## config.mk

```make
export PLATFORM = sky130hd
export DESIGN_NAME = fetch_seq
export DESIGN_NICKNAME = d
export VERILOG_FILES = /design/src/rtl/fetch_seq.sv
export SDC_FILE = /design/constraint.sdc
export NUM_CORES = 1
export LEC_CHECK = 0
export CORE_AREA = 2 2 114 116
export DETAILED_ROUTE_END_ITERATION = 12
export DIE_AREA = 0 0 116 118
export MAX_ROUTING_LAYER = met4
export PLACE_DENSITY = 0.82
export SLEW_MARGIN = 20
export SYNTH_ARGS = -nofsm -noshare
export SYNTH_HDL_FRONTEND = slang
export SYNTH_SLANG_ARGS = --single-unit
```

## constraint.sdc

```tcl
create_clock -name clk -period 2.9 [get_ports clk]
set_clock_uncertainty 0.1 [all_clocks]
set_input_delay 0.725 -clock clk [delete_from_list [all_inputs] [get_ports clk]]
set_output_delay 0.725 -clock clk [all_outputs]
set_load 0.1 [all_outputs]
```

## src/rtl/fetch_seq.sv

```systemverilog
// rtl/fetch_seq.sv - PC/IR owner and FETCH..WRITE stage sequencer; optional perf counters via FETCH_PERF_EN
module fetch_seq #(
  parameter logic [31:0] RESET_PC  = 32'h0000_0000,
  parameter logic [31:0] NOP_INSTR = 32'h0000_0013
) (
  input  logic        clk,
  input  logic        rst,
  output logic        imem_req,
  output logic [31:0] imem_addr,
  input  logic [31:0] imem_rdata,
  input  logic        imem_ready,
  input  logic        mem_busy,
  input  logic        branch_taken,
  input  logic [31:0] branch_target,
  output logic [2:0]  state,
  output logic [31:0] instr_raw,
  output logic [31:0] pc,
  output logic [63:0] cycle_cnt,
  output logic [63:0] instret_cnt
);

  typedef enum logic [2:0] {
    S_FETCH  = 3'd0,
    S_DECODE = 3'd1,
    S_EXEC   = 3'd2,
    S_MEM    = 3'd3,
    S_WRITE  = 3'd4
  } state_t;

  state_t      r_state;
  state_t      w_state_nxt;
  logic [31:0] r_pc;
  logic [31:0] w_pc_nxt;
  logic [31:0] r_instr;
  logic [31:0] w_instr_nxt;

  // State, PC and instruction register; reset abandons any in-flight instruction.
  always_ff @(posedge clk) begin
    if (rst) begin
      r_state <= S_FETCH;
      r_pc    <= RESET_PC;
      r_instr <= NOP_INSTR;
    end else begin
      r_state <= w_state_nxt;
      r_pc    <= w_pc_nxt;
      r_instr <= w_instr_nxt;
    end
  end

  // Next-state logic: each input is only looked at in the stage that owns it.
  always_comb begin
    w_state_nxt = r_state;
    w_pc_nxt    = r_pc;
    w_instr_nxt = r_instr;
    case (r_state)
      S_FETCH: begin
        if (imem_ready) begin
          w_instr_nxt = imem_rdata;
          w_state_nxt = S_DECODE;
        end
      end
      S_DECODE: w_state_nxt = S_EXEC;
      S_EXEC:   w_state_nxt = S_MEM;
      S_MEM: begin
        if (!mem_busy) begin
          w_state_nxt = S_WRITE;
        end
      end
      S_WRITE: begin
        // Redirect targets are forced word-aligned; sequential step wraps mod 2^32.
        w_pc_nxt    = branch_taken ? {branch_target[31:2], 2'b00} : r_pc + 32'd4;
        w_state_nxt = S_FETCH;
      end
      default: w_state_nxt = S_FETCH;
    endcase
  end

  assign imem_req  = (r_state == S_FETCH) && !rst;
  assign imem_addr = r_pc;
  assign state     = r_state;
  assign instr_raw = r_instr;
  assign pc        = r_pc;

`ifdef FETCH_PERF_EN
  logic [63:0] r_cycle_cnt;
  logic [63:0] r_instret_cnt;

  // Free-running cycle count and retired-instruction count, one retire per WRITE.
  always_ff @(posedge clk) begin
    if (rst) begin
      r_cycle_cnt   <= 64'd0;
      r_instret_cnt <= 64'd0;
    end else begin
      r_cycle_cnt <= r_cycle_cnt + 64'd1;
      if (r_state == S_WRITE) begin
        r_instret_cnt <= r_instret_cnt + 64'd1;
      end
    end
  end

  assign cycle_cnt   = r_cycle_cnt;
  assign instret_cnt = r_instret_cnt;
`else
  assign cycle_cnt   = 64'd0;
  assign instret_cnt = 64'd0;
`endif

endmodule

```

==> impl_metrics.ini, run 1 <==
[outcome]
outcome = completed

[place]
dp_hpwl_um = 9280
pre_cts_slack_ps = 631.7
portBuffers = 162
place.gp.congestion = 0.8317

[sta]
tightest_slew_ps = 725.9
slew_headroom_pct = 51.61
layout_setup_ws_ps = 642.9
finalHoldViolations = 0
min_period_over_period_pct = 77.83
fin_setup_tns_ps = 0
rsz0062_at_grt = no
fmax_mhz = 443.1
setup_violations = 0
period_minus_slack_ps = 2257
slew_violations = 0

[critical_path]
path_class = in -> out
critPathCaptureType = primary output
arrival_ps = 1430
required_ps = 2080
critPathMaxFanout = 3
r2r.worst_path.cells = 4
regToRegSetupSlack_ps = 680
r2r-start = imem_addr[10]$_SDFFE_PP0N_
startpoint_type = primary input
reg2reg_to = imem_addr[31]$_SDFFE_PP0N_

[power]
p_leak_uw = 0.002489
p_int_uw = 1905
power.switching_uw = 1735
power_frac_comb_pct = 40.5
p_seq_share_pct = 26.6
peakVddDrop_mv = 0.2588
power_density_nw_per_um2 = 629.0
clkPwrFrac_pct = 32.8
swShare_pct = 47.66

[clock_network]
numCtsBuffers = 9
htree_levels = 3
clk_latency_ps = 320
cts_resized = 0
cts_sinks = 65
cts-root-buf = clkbuf_16
cts_tree = yes
cts.path.max_buffers = 2
hold_buffers = 0
post_cts_buffers = 0
clk_pin_slew_ps = 60

[synth]
synth_top_family_by_area = buffers and inverters
ys_ff_latch = 65
yosysSeqAreaShare_pct = 28.43
synth_xor_area_share_pct = 0
synth_warnings = 0
synthAdderAreaFrac_pct = 0.2734
synth_edf_count = 0
synthCells = 599
synth_flop_cell = dfxtp_1
synth.area.mux_share_pct = 0.6834
synth-compound-area-share_pct = 17.39
syn_avg_cell_area_sq_um = 7.641
yosysUniqueCellTypes = 62
synthesis.area_sq_um = 4577
yosys.area_share.simple_pct = 22.58
ys_async_sr_fraction_pct = 0

[drt]
wl_um = 12700
top_layer_used = met4
met3WireLength_um = 1071
met1_length_um = 5242
ant_nets = 0
drt_iter0_drc = 394
wl_met2_um = 6124
drc_errors = 0
via_per_inst = 4.769
drt_first_pass_iters = 7
vias = 4292
wire_per_inst_um = 14.11

[die]
core_region_area_sq_um = 12410
die-width_um = 116
die_y_um = 118
dieArea_sq_um = 13690
ios = 297
start_util_pct = 36.87
rows = 41

[worst_hold_path]
min_path_type = reg -> reg
whs_endpoint = instr_raw[20]$_SDFFE_PP0P_
hp-start = instr_raw[20]$_SDFFE_PP0P_
holdPathStages = 2

[cells_and_area]
multiInputGateArea_sq_um = 2396
fin_nets = 793
fin_util_pct = 46.61
n_antenna_cell = 0
syn_to_final_growth_pct = 26.44
drive_above_1_share_pct = 19.92
seqCellArea_sq_um = 1301
nFillCells = 1242

[global_routing]
grt.overflow.total = 0
grt_first_pass_wirelength_um = 18780
grtUsageTotal_pct = 17.60
grt_max_degree = 69
grt_pass1_vias = 3608
antenna_found_initial = 0

[run]
maxCapViolCount = 0
==> sequential cells by signal, indices dropped and copies added (netlist names) <==
register   flops
instr_raw     32
state          3
imem_addr     30
==> cell usage in the layout (no fill, tap or decap), types with 12 or more instances in the layout <==
cell             count
conb_1             132
buf_4              114
nand2_1             87
dfxtp_1             65
clkdlybuf4s50_1     64
a21oi_1             50
nor2_1              23
nand4_1             16
nand3_1             14
o21ai_0             12
==> metal layers <==
metal  track usage [%]  vias to the layer above
li1                  -                     2061
met1             22.31                     1949
met2             28.03                      258
met3             3.296                       24
met4             5.952                        0
met5                 -                        -
==> cells by family after synthesis <==
logic type,after synthesis
AOI/OAI and AO/OA,123
and+or+nand+nor,202
other,1
adders and majority gates,1
buffers and inverters,204
muxes,3
DFF,65
==> final cells by class <==
class / count / share of cell area [%]
Clock inverter: 7 / 1.795
Multi-Input combinational cell: 461 / 41.41
Clock buffer: 9 / 3.892
Inverter: 5 / 0.3243
Sequential cell: 65 / 22.49
Timing Repair Buffer: 181 / 26.38
Tap cell: 172 / 3.719
==> worst max path at each step <==
stage / start / to / slack [ps] / cells past startpoint
6_report: rst / imem_req / 640 / 3
4_1_cts: rst / imem_req / 630 / 3
5_1_grt: imem_addr[10]$_SDFFE_PP0N_ / imem_addr[31]$_SDFFE_PP0N_ / 570 / 4
3_3_place_gp: rst / imem_req / 630 / 3
3_5_place_dp: rst / imem_req / 630 / 3
2_1_floorplan: rst / imem_req / -160 / 4
==> cells in the mapped netlist (5+ instances only) <==
master | instances | share of area [%]
nand3_1 | 14 | 1.5
a22oi_1 | 5 | 0.82
nor3_1 | 5 | 0.55
clkbuf_1 | 25 | 2.1
nand2_1 | 87 | 7.1
a21oi_1 | 50 | 5.5
and4_1 | 5 | 0.96
inv_1 | 5 | 0.41
nand3b_1 | 7 | 1.1
a211oi_1 | 8 | 1.3
dfxtp_1 | 65 | 28
nor4_1 | 11 | 1.5
and3_1 | 10 | 1.4
o21ai_0 | 12 | 1.3
nand4_1 | 16 | 2.2
a31oi_1 | 6 | 0.82
nor2_1 | 23 | 1.9
buf_4 | 163 | 27
==> power groups by stage <==
stage	clock (uW)	combinational, uW	sequential, uW
floorplan	0	1100	1290
global placement	0	1470	988
detailed placement	0	1470	990
CTS	1210	1470	970
global route	1250	1520	975
finish	1200	1470	970
==> worst max-delay path: stages <==
cell    delay [ps]
buf_2          160
nor4_4         330
buf_12         220
==> per-stage QoR <==
step	hold WS (ps)	cell area (sq um)	total power, uW	instances
final	352.1	5787	3640	900
after global routing	368.7	5787	3737	900
after CTS	354.5	5787	3653	900
after detailed placement	346.6	5458	2462	884
after global placement	342.8	5458	2456	884
after floorplan	702.1	5114	2392	730
Note: power is estimated with default switching activity, not from simulation.
==> run 2, diff against run 1 <==
--- a/config.mk
+++ b/config.mk
@@ -5,11 +5,11 @@
 export SDC_FILE = /design/constraint.sdc
 export NUM_CORES = 1
 export LEC_CHECK = 0
-export CORE_AREA = 2 2 114 116
+export CORE_AREA = 2 2 115 117
 export DETAILED_ROUTE_END_ITERATION = 12
-export DIE_AREA = 0 0 116 118
+export DIE_AREA = 0 0 117 119
 export MAX_ROUTING_LAYER = met4
-export PLACE_DENSITY = 0.82
+export PLACE_DENSITY = 0.8
 export SLEW_MARGIN = 20
 export SYNTH_ARGS = -nofsm -noshare
 export SYNTH_HDL_FRONTEND = slang
==> constraint.sdc (replaced) <==
create_clock -name clk -period 2.35 [get_ports clk]
set_clock_uncertainty 0.1 [all_clocks]
set_input_delay 0.5875 -clock clk [delete_from_list [all_inputs] [get_ports clk]]
set_output_delay 0.5875 -clock clk [all_outputs]
set_load 0.1 [all_outputs]
==> run 2 against run 1 <==
Against the previous run: combinational power increased by 25%; non-clock buffer count increased by 5; critical path depth increased by 3; die area increased by 1.7%; setup slack got worse by 310 ps; highest routed layer unchanged; utilization decreased by 0.49 points; global-route usage increased by 0.67 points.
==> impl_metrics.ini, run 2 (synthesis results as in run 1) <==
[cells_and_area]
most-common-layout-cells = conb_1 (132), buf_4 (112), nand2_1 (87), clkdlybuf4s50_1 (64), a21oi_1 (50)
multiInputGateArea_sq_um = 2396
largest_register_ffs = 32
nFillCells = 1263
n_antenna_cell = 0
final_area_sq_um = 5938
fin_nets = 798
seqCellArea_sq_um = 1350
syn_to_final_growth_pct = 29.74
drive_above_1_share_pct = 24.42
final_common_cell = conb_1

[sta]
worst_hold_slack_ps = 352.9
finalHoldViolations = 0
tightest_slew_ps = 501.5
slew_violations = 0
setup_violations = 0
fmax_mhz = 495.1
rsz0062_at_grt = no
min_period_over_period_pct = 85.95
slew_headroom_pct = 66.44
period_minus_slack_ps = 2020

[clock_network]
cts_resized = 0
cts.path.max_buffers = 2
clk_latency_ps = 340
clk_pin_slew_ps = 60
htree_levels = 3
numCtsBuffers = 9
hold_buffers = 0
cts_tree = yes
post_cts_buffers = 0
cts-root-buf = clkbuf_16
cts_sinks = 65

[die]
rows = 42
core_region_area_sq_um = 12870
die_y_um = 119
start_util_pct = 35.55
ios = 297
dieArea_sq_um = 13920
die-width_um = 117

[global_routing]
grt_max_degree = 47
grtUsageTotal_pct = 18.27
grt.overflow.total = 0
grt_first_pass_wirelength_um = 19390
grt_pass1_vias = 3710
antenna_found_initial = 0

[critical_path]
required_ps = 2470
reg2reg_to = imem_addr[22]$_SDFFE_PP0N_
crit_path_cell_trace = ha_1, nand3_1, nor4_2, buf_12, a311oi_1, a2111oi_0
slowest_delay_ps = 420
cp_num_buf_inv = 1
crit_slowest_cell = dfxtp_2
regToRegSetupSlack_ps = 330
r2r-start = imem_addr[2]$_SDFFE_PP0N_
path_class = reg -> reg
critPathMaxFanout = 13
r2r.worst_path.cells = 6
arrival_ps = 2140
critPathCaptureType = flop
cpLargestDelayFamily = simple AND/OR/NAND/NOR gates
startpoint_type = flop
crit_path_start = imem_addr[2]$_SDFFE_PP0N_

[drt]
via_per_inst = 4.785
drt_first_pass_iters = 6
drt_iter0_drc = 281
vias = 4350
wire_per_inst_um = 14.27
wl_um = 12970
ant_nets = 0
drc_errors = 0

[outcome]
outcome = completed

[worst_hold_path]
holdPathStages = 2
min_path_type = reg -> reg
whs_endpoint = instr_raw[19]$_SDFFE_PP0P_
hp-start = instr_raw[19]$_SDFFE_PP0P_

[place]
placed_cell_area_sq_um = 5637
dp_hpwl_um = 9603
place.gp.congestion = 0.8348
portBuffers = 162

[run]
maxCapViolCount = 0

[power]
peakVddDrop_mv = 0.3203
p_leak_uw = 0.002541
power_density_nw_per_um2 = 741.1
[run 2: changes by cell type in the layout (fill, tap and decap cells not counted), sizes merged]
cell,change
buf,+5
bufinv,-1
inv,+2
clkinvlp,-1
[run 2: power breakdown]
part | switching (uW) | total (uW) | internal (uW)
Combinational | 1570 | 1840 | 274
Clock | 534 | 1360 | 829
Sequential | 40.9 | 1190 | 1150
[run 2: worst register-to-register path, delay by kind of cell (launching register included)]
kind	cells	cell delay (ps)
AO/OA/AOI/OAI	2	440
adder cells (fa/ha/maj)	1	240
buffers and inverters	1	190
flip-flops	1	420
AND/OR/NAND/NOR	2	530
[run 2: routing by layer]
metal | GRT usage [%] | vias to the layer above | part of all wire [%]
li1 | - | 2074 | -
met1 | 22.69 | 2012 | 41
met2 | 29.19 | 245 | 49
met3 | 4.173 | 19 | 8.7
met4 | 6.029 | 0 | 1.8
met5 | - | - | 0
[run 2: worst max path at each step]
| stage | end | cells past startpoint |
|---|---|---|
| CTS | imem_addr[22]$_SDFFE_PP0N_ | 6 |
| floorplan | imem_req | 4 |
| global route | imem_addr[20]$_SDFFE_PP0N_ | 6 |
| finish | imem_addr[22]$_SDFFE_PP0N_ | 6 |
| global placement | instr_raw[7]$_SDFFE_PP0P_ | 5 |
| detailed placement | imem_addr[22]$_SDFFE_PP0N_ | 6 |
[run 2: metrics by stage]
step | utilization (%) | setup TNS [ps] | worst slack [ps] | cells | total power [uW]
floorplan | - | -433.7 | -433.7 | 730 | 2950
global placement | 43.78 | 0 | 332.7 | 893 | 3053
detailed placement | 43.78 | 0 | 311.5 | 893 | 3060
CTS | 46.12 | 0 | 301.9 | 909 | 4431
global route | 46.12 | 0 | 72.43 | 909 | 4553
finish | 46.12 | 0 | 330.1 | 909 | 4401
[run 2: cell type report]
cell class,count,area share [%]
Sequential cell,65,22.73
Tap cell,176,3.708
Clock buffer,9,3.793
Clock inverter,7,1.285
Timing Repair Buffer,186,27.81
Multi-Input combinational cell,461,40.35
Inverter,5,0.3161
==> run 3, diff against run 2 <==
--- a/config.mk
+++ b/config.mk
@@ -5,11 +5,13 @@
 export SDC_FILE = /design/constraint.sdc
 export NUM_CORES = 1
 export LEC_CHECK = 0
-export CORE_AREA = 2 2 115 117
+export CELL_PAD_IN_SITES_DETAIL_PLACEMENT = 0
+export CELL_PAD_IN_SITES_GLOBAL_PLACEMENT = 1
+export CORE_ASPECT_RATIO = 1.25
+export CORE_UTILIZATION = 25
 export DETAILED_ROUTE_END_ITERATION = 12
-export DIE_AREA = 0 0 117 119
 export MAX_ROUTING_LAYER = met4
-export PLACE_DENSITY = 0.8
+export PLACE_DENSITY = 0.82
 export SLEW_MARGIN = 20
 export SYNTH_ARGS = -nofsm -noshare
 export SYNTH_HDL_FRONTEND = slang
==> run 3 against run 2 <==
Against the previous run: cell count increased by 5.7%; utilization decreased by 12 points; routed wire length increased by 5.8%; flip-flop and latch count unchanged; final area increased by 1.5%; critical path type unchanged; highest routed layer unchanged.
==> impl_metrics.ini, run 3 (synthesis results as in run 1) <==
[outcome]
outcome = completed

[cells_and_area]
final_common_cell = conb_1
drive_above_1_share_pct = 24.83
syn_to_final_growth_pct = 31.74
largest_register_ffs = 32
nFillCells = 1916
n_antenna_cell = 0
fin_util_pct = 34.06
fin_nets = 802
most-common-layout-cells = conb_1 (132), buf_4 (115), nand2_1 (87), clkdlybuf4s50_1 (64), a21oi_1 (50)

[clock_network]
post_cts_buffers = 0
numCtsBuffers = 9
cts-root-buf = clkbuf_16
htree_levels = 3
cts.path.max_buffers = 2
clk_latency_ps = 330
hold_buffers = 0
cts_sinks = 65
cts_resized = 0
clk_pin_slew_ps = 60
cts_tree = yes

[sta]
rsz0062_at_grt = no
period_minus_slack_ps = 2092
worst_hold_slack_ps = 352.3
fmax_mhz = 478.0
slew_headroom_pct = 63.11
min_period_over_period_pct = 89.02
tightest_slew_ps = 549.1
setup_violations = 0
slew_violations = 0
finalHoldViolations = 0

[die]
die-width_um = 123.0
rows = 54
ios = 297
start_util_pct = 25.86
die_y_um = 153.3
core_region_area_sq_um = 17700
dieArea_sq_um = 18860

[critical_path]
r2r-start = imem_addr[2]$_SDFFE_PP0N_
startpoint_type = flop
required_ps = 2450
crit_path_cell_trace = ha_1, nand3_1, nor4_2, buf_12, a311oi_1, a2111oi_0
slowest_delay_ps = 410
r2r.worst_path.cells = 6
arrival_ps = 2190
crit_path_start = imem_addr[2]$_SDFFE_PP0N_
path_class = reg -> reg
critPathMaxFanout = 13
critPathCaptureType = flop
crit_slowest_cell = dfxtp_2

[worst_hold_path]
holdPathStages = 2
hp-start = instr_raw[15]$_SDFFE_PP0P_
min_path_type = reg -> reg

[drt]
top_layer_used = met4
wl_met2_um = 6592
drt_iter0_drc = 315
met1_length_um = 5487
met3WireLength_um = 1419
via_per_inst = 4.448
wire_per_inst_um = 14.28
drc_errors = 0
ant_nets = 0
vias = 4275
drt_first_pass_iters = 4
wl_um = 13720

[global_routing]
grt.overflow.total = 0
grtUsageTotal_pct = 14.19
grt_pass1_vias = 3582
grt_max_degree = 69
grt_first_pass_wirelength_um = 20060
antenna_found_initial = 0

[run]
maxCapViolCount = 0

[power]
peakVddDrop_mv = 0.2768
p_leak_uw = 0.002558
power_density_nw_per_um2 = 718.4

[place]
dp_hpwl_um = 10120
portBuffers = 162
place.gp.congestion = 0.8306
run 3: report_power, final:
group          total, uW  internal (uW)  leakage, uW  switching [uW]
clock network       1300            776     0.000140             519
logic               1840            275      0.00187            1570
registers           1190           1150     0.000545            39.6
total               4330           2210      0.00256            2130
run 3: area by class of cell:
| cell class | count | area, sq um | area share, % |
|---|---|---|---|
| clock inverter | 6 | 40.04 | 0.6640 |
| multi-input combinational | 461 | 2396 | 39.74 |
| timing repair buffer | 190 | 1694 | 28.10 |
| inverter | 5 | 18.77 | 0.3113 |
| tap | 224 | 280.3 | 4.648 |
| sequential | 65 | 1350 | 22.39 |
| clock buffer | 10 | 250.2 | 4.150 |
run 3: worst paths after layout:
path                                      to  slack, ps
setup / recovery  imem_addr[22]$_SDFFE_PP0N_        260
hold / removal    instr_raw[15]$_SDFFE_PP0P_        350
setup reg to reg  imem_addr[22]$_SDFFE_PP0N_        260
hold reg to reg   instr_raw[15]$_SDFFE_PP0P_        350
run 3: per-layer routing:
layer | vias up | GRT usage, %
met4 | 0 | 5.164
met1 | 1935 | 16.31
li1 | 2076 | -
met2 | 249 | 23.60
met5 | - | -
met3 | 15 | 3.470
run 3: critical path: cells and delay by family (launching register included):
| family | cells | cell delay [ps] |
|---|---|---|
| AOI/OAI and AO/OA | 2 | 470 |
| buffers and inverters | 1 | 190 |
| adders and majority gates | 1 | 230 |
| and+or+nand+nor | 2 | 560 |
| DFF | 1 | 410 |
run 3: per-stage QoR:
step           worst slack [ps]  total power [uW]  area (sq um)  TNS [ps]  cells
4_1_cts                   236.3              4383          6030         0    961
5_1_grt                   135.5              4494          6030         0    961
3_5_place_dp              239.7              3061          5739         0    945
3_3_place_gp              303.9              3058          5739         0    945
2_1_floorplan            -433.7              2950          5162    -433.7    730
6_report                  258.0              4332          6030         0    961
